===== src/rtl/rr_arb_pkg.sv =====
// rtl/rr_arb_pkg.sv - shared types, reset pointer and one-hot helpers for rr_ring_arbiter
package rr_arb_pkg;

  localparam int MAX_N = 16;

  typedef enum logic {IDLE = 1'b0, GRANT = 1'b1} arb_state_e;

  localparam logic [MAX_N-1:0] PTR_RST = MAX_N'(1);

  // Rotate the low n bits of v left by one; bit n-1 wraps to bit 0.
  function automatic logic [MAX_N-1:0] rotl1(input logic [MAX_N-1:0] v, input int n);
    logic [MAX_N-1:0] mask;
    mask = (MAX_N'(1) << n) - MAX_N'(1);
    return ((v << 1) | (v >> (n - 1))) & mask;
  endfunction

  function automatic logic [3:0] onehot2bin(input logic [MAX_N-1:0] v);
    logic [3:0] b;
    b = '0;
    for (int i = 0; i < MAX_N; i++) begin
      if (v[i]) b = b | 4'(i);
    end
    return b;
  endfunction

endpackage


===== src/rtl/rr_ring_pick.sv =====
// rtl/rr_ring_pick.sv - combinational winner select: first set req at or above ptr, wrapping
module rr_ring_pick #(
  parameter int N = 4
) (
  input  logic [N-1:0] req_i,
  input  logic [N-1:0] ptr_i,
  output logic [N-1:0] gnt_o
);

  localparam logic [N-1:0]   ONE  = N'(1);
  localparam logic [2*N-1:0] ONE2 = (2*N)'(1);

  logic [2*N-1:0] masked;
  logic [2*N-1:0] lowest;

  // Lower copy only keeps bits at/above ptr; upper copy covers the wrap.
  assign masked = {req_i, req_i & ~(ptr_i - ONE)};
  assign lowest = masked & (~masked + ONE2);
  assign gnt_o  = lowest[N-1:0] | lowest[2*N-1:N];

endmodule


===== src/rtl/rr_ring_arbiter.sv =====
// rtl/rr_ring_arbiter.sv - round-robin one-hot ring arbiter; optional grant timeout via RR_ARB_TIMEOUT_EN
module rr_ring_arbiter
  import rr_arb_pkg::*;
#(
  parameter int N        = 4,
  parameter int MAX_HOLD = 16
) (
  input  logic                 clk,
  input  logic                 reset_n,
  input  logic [N-1:0]         req,
  output logic [N-1:0]         gnt,
  output logic                 gnt_valid,
  output logic [$clog2(N)-1:0] gnt_id,
  output logic                 timeout
);

  localparam int IDW = $clog2(N);

  arb_state_e     state_q;
  logic [N-1:0]   gnt_q, ptr_q, ptr_d, gnt_d;
  logic [N-1:0]   pick_req, pick_ptr;
  logic           valid_q;
  logic [IDW-1:0] id_q;
  logic           held, revoke, end_grant;

  assign held      = |(req & gnt_q);
  assign ptr_d     = N'(rotl1(MAX_N'(gnt_q), N));
  assign end_grant = !held || revoke;

  // While granting, select against the post-rotation pointer with the holder masked out.
  always_comb begin
    pick_ptr = ptr_q;
    pick_req = req;
    if (state_q == GRANT) begin
      pick_ptr = ptr_d;
      pick_req = req & ~gnt_q;
    end
  end

  rr_ring_pick #(.N(N)) u_pick (
    .req_i (pick_req),
    .ptr_i (pick_ptr),
    .gnt_o (gnt_d)
  );

`ifdef RR_ARB_TIMEOUT_EN
  localparam int HW = $clog2(MAX_HOLD + 1);

  logic [HW-1:0] hold_q;
  logic          timeout_q;

  assign revoke  = held && (hold_q == HW'(MAX_HOLD - 1));
  assign timeout = timeout_q;

  always_ff @(posedge clk) begin
    if (!reset_n) begin
      hold_q    <= '0;
      timeout_q <= 1'b0;
    end else begin
      timeout_q <= (state_q == GRANT) && revoke;
      if ((state_q == GRANT) && !end_grant) hold_q <= hold_q + HW'(1);
      else                                  hold_q <= '0;
    end
  end
`else
  assign revoke  = 1'b0;
  assign timeout = (MAX_HOLD < 0);
`endif

  always_ff @(posedge clk) begin
    if (!reset_n) begin
      state_q <= IDLE;
      gnt_q   <= '0;
      ptr_q   <= N'(PTR_RST);
      valid_q <= 1'b0;
      id_q    <= '0;
    end else begin
      case (state_q)
        IDLE: begin
          if (|gnt_d) begin
            state_q <= GRANT;
            gnt_q   <= gnt_d;
            valid_q <= 1'b1;
            id_q    <= IDW'(onehot2bin(MAX_N'(gnt_d)));
          end
        end
        GRANT: begin
          if (end_grant) begin
            ptr_q   <= ptr_d;
            gnt_q   <= gnt_d;
            valid_q <= |gnt_d;
            id_q    <= IDW'(onehot2bin(MAX_N'(gnt_d)));
            if (!(|gnt_d)) state_q <= IDLE;
          end
        end
        default: state_q <= IDLE;
      endcase
    end
  end

  assign gnt       = gnt_q;
  assign gnt_valid = valid_q;
  assign gnt_id    = id_q;

endmodule


===== config.mk =====
export PLATFORM = sky130hd
export DESIGN_NAME = rr_ring_arbiter
export DESIGN_NICKNAME = d
export VERILOG_FILES = /design/src/rtl/rr_arb_pkg.sv /design/src/rtl/rr_ring_pick.sv /design/src/rtl/rr_ring_arbiter.sv
export SDC_FILE = /design/constraint.sdc
export NUM_CORES = 1
export LEC_CHECK = 0
export ABC_AREA = 1
export CORE_MARGIN = 8
export CORE_UTILIZATION = 50
export DETAILED_ROUTE_END_ITERATION = 10
export PLACE_DENSITY = 0.83
export REMOVE_ABC_BUFFERS = 1
export SETUP_SLACK_MARGIN = 0.2
export SLEW_MARGIN = 40
export SYNTH_ARGS = -nofsm -noshare
export SYNTH_HDL_FRONTEND = slang
export SYNTH_SLANG_ARGS = --single-unit

===== constraint.sdc =====
create_clock -name clk -period 2.7 [get_ports clk]
set_input_delay 0.405 -clock clk [delete_from_list [all_inputs] [get_ports clk]]
set_output_delay 0.405 -clock clk [all_outputs]
set_load 0.005 [all_outputs]

==> impl_metrics.csv <==
group,metric,value,unit
die,die_area,3100,sq um
cells_and_area,share_of_cells_above_drive_strength_1,12.1,%
placed_design,globalplace.congestion,0.888,
timing,layout_worst_path_cycle_share,83.3,%
timing,postLayoutSetupSlackWorst,451,ps
grt,global_route.overflow_total,0,
die,initial_cell_density_of_the_core,52.9,%
cells_and_area,layout_commonest_cell,"nand2_1",
grt,grtUsageTotal,12.7,%
placed_design,detailedPlace.worstSlack,361,ps
synth,synth_cell_type_count,26,
cts,clock_sinks,12,
grt,grt_pass1_vias,804,
cells_and_area,final.fill_count,131,
routing,detail_route.iter0.violations,22,
cts,clkSlewWorstSetupHoldPaths,70,ps
routing,avgRoutedWirePerCell,12.8,um
cells_and_area,most-common-layout-cells,"nand2_1 (35), inv_1 (15), nand3_1 (14), clkdlybuf4s50_1 (12)",
run_status,status,"finished, final reports clean",
placed_design,portBuffers,12,
cells_and_area,area.growth.synth_to_final,22.1,%
power,leakagePower,0.456,nW
timing,period_minus_slack,2250,ps
routing,avgViaCountPerCell,5.35,
worst_setup_path,critPathLaunchType,"register",
worst_setup_path,critical_path_class,"register to register",
grt,grt_max_degree,10,
job,max_cap_violations,0,
power,irDropWorstVdd,639,uV
routing,number_of_remaining_drc_errors,0,
cts,clock_tree_from_tritoncts,"yes",
cts,cts-htree-levels,1,
routing,route.final.wire_length,2000,um
routing,vias_after_detailed_routing,835,
synth,yosysSeqAreaShare,30.5,%
timing,finalSetupTns,0,ps
synth,netlist_instances,125,
timing,slew_violations,0,
die,placement_rows,14,
synth,ys.warnings.count,0,
grt,grt_pass1_wl,3350,um
cells_and_area,multi_input_area,475,sq um
synth,mappedNetlistArea,787,sq um
worst_setup_path,arrival,2470,ps
timing,finalHoldViolCount,0,
min_path,hold_path_class,"register to register",
grt,grt_antenna_before_repair,0,
cells_and_area,n_antenna_cell,0,
cts,cts-hold-fix-buffers,0,
synth,synth-seq-cells,12,
cts,cts_buffer_depth,2,
worst_setup_path,timing.critical_path.to_type,"register",
die,vertical_die_dimension,55.7,um
routing,drt_pre_antenna_iters,4,
worst_setup_path,reg2regPathDepth,16,
synth,per_instance_average_area_after_synthesis,6.30,sq um
cts,clk_latency,280,ps
routing,drt.antenna.violating_nets,0,
cts,root_buffer,"clkbuf_4",
power,power.density_cell_area,1260,nW/um^2
die,total_core_area,1490,sq um
cts,cts-buffers-inserted,3,
cells_and_area,register_area,241,sq um
placed_design,numPlacedInstances,153,
min_path,min_path_cells,2,
timing,grt_setup_unrepaired,"false",
timing,worst_clock_skew,4.65,ps
die,die_width,55.7,um
die,num_io_pins,14,
timing,hold_slack,479,ps
cells_and_area,finalNetCount,149,
timing,setup_violations,0,
timing,max_freq,445,MHz
cells_and_area,instances_no_fill,156,
worst_setup_path,worstPathMaxFanout,9,
worst_setup_path,critical_path_required,2920,ps
placed_design,hpwl,1590,um
==> final timing paths <==
| path | slack, ps | to | start |
|---|---|---|---|
| setup / recovery | 450 | gnt[0]$_SDFFE_PN0P_ | state_q$_SDFF_PN0_ |
| hold / removal | 480 | ptr_q[1]$_SDFFE_PN0P_ | ptr_q[1]$_SDFFE_PN0P_ |
| setup reg to reg | 450 | gnt[0]$_SDFFE_PN0P_ | state_q$_SDFF_PN0_ |
| hold reg to reg | 480 | ptr_q[1]$_SDFFE_PN0P_ | ptr_q[1]$_SDFFE_PN0P_ |
==> registers in the layout (all words and copies together), names as in the netlist <==
name,flops
ptr_q,4
gnt_id,2
gnt,4
state_q,1
gnt_valid,1
==> final cells by class <==
cell class / instances / area share, %
Timing Repair Buffer: 13 / 13.3
Tap cell: 16 / 2.08
Sequential cell: 12 / 25.1
Multi-Input combinational cell: 93 / 49.5
Clock buffer: 3 / 2.34
Inverter: 19 / 7.68
==> per-stage QoR <==
step                      utilization [%]  area, sq um  total power, mW
after floorplan                         -          779            0.860
after global placement               62.3          927             1.05
after detailed placement             62.3          927             1.07
after CTS                            63.8          950             1.19
after global routing                 64.5          961             1.32
final                                64.5          961             1.21
==> synth_stat cells <==
cell	n	area share (%)
nand2_1	35	17
inv_1	15	7.2
nand3_1	14	8.9
dfxtp_1	12	31
nor2_1	11	5.2
a21oi_1	9	5.7
nand3_2	3	3.8
nor2_2	3	2.4
a211oi_1	2	1.9
clkinv_1	2	0.95
inv_2	2	0.95
nand2_2	2	1.6
o21ai_0	2	1.3
a21oi_2	1	1.1
buf_4	1	0.95
conb_1	1	0.48
ha_1	1	1.6
nand3_4	1	2.2
nand3b_1	1	0.95
nand4_1	1	0.80
nor3_1	1	0.64
nor3b_1	1	0.95
o211ai_1	1	0.95
o21ai_1	1	0.64
o22ai_1	1	0.80
or2_1	1	0.80
==> repair_timing <==
item | 4_1_cts | 5_1_grt
endpoints found under the setup margin | 0 | 6
buffers inserted | 0 | 0
resized for setup | 0 | 3
==> worst max-delay path: stages (launching register included) <==
cell and delay (ps):
dfxtp_2 370, inv_4 130, nand2_1 80, nand2_1 110, inv_1 60, ha_1 330, nand2_1 120, nand2_1 100
nor2_2 130, nand3_1 90, nand2_1 130, inv_1 80, nand3_2 100, nand2_2 90, nand2_1 110, nor2_1 50
nor2_1 110
==> layer usage <==
layer / GRT usage (%) / up-vias / share of wire, %
met5: 0 / - / 0
met2: 21.3 / 27 / 48
met1: 14.3 / 368 / 46
met3: 2.05 / 5 / 3.3
li1: - / 435 / -
met4: 8.10 / 0 / 2.3
==> report_power, final <==
part           total [mW]  internal (mW)  switching, mW
Sequential          0.310          0.246         0.0637
Combinational       0.792          0.307          0.485
Clock               0.111         0.0518         0.0590
==> cells by family (layout without fill, tap and decap cells) <==
| family | after synthesis | after routing | share of synthesized area, % |
|---|---|---|---|
| adder cells (fa/ha/maj) | 1 | 1 | 1.59 |
| AO/OA/AOI/OAI | 17 | 17 | 12.4 |
| AND/OR/NAND/NOR | 74 | 74 | 45.0 |
| buffers and inverters | 20 | 35 | 10.0 |
| flip-flops | 12 | 12 | 30.5 |
| other | 1 | 1 | 0.476 |
(Power assumes the default switching activity.)
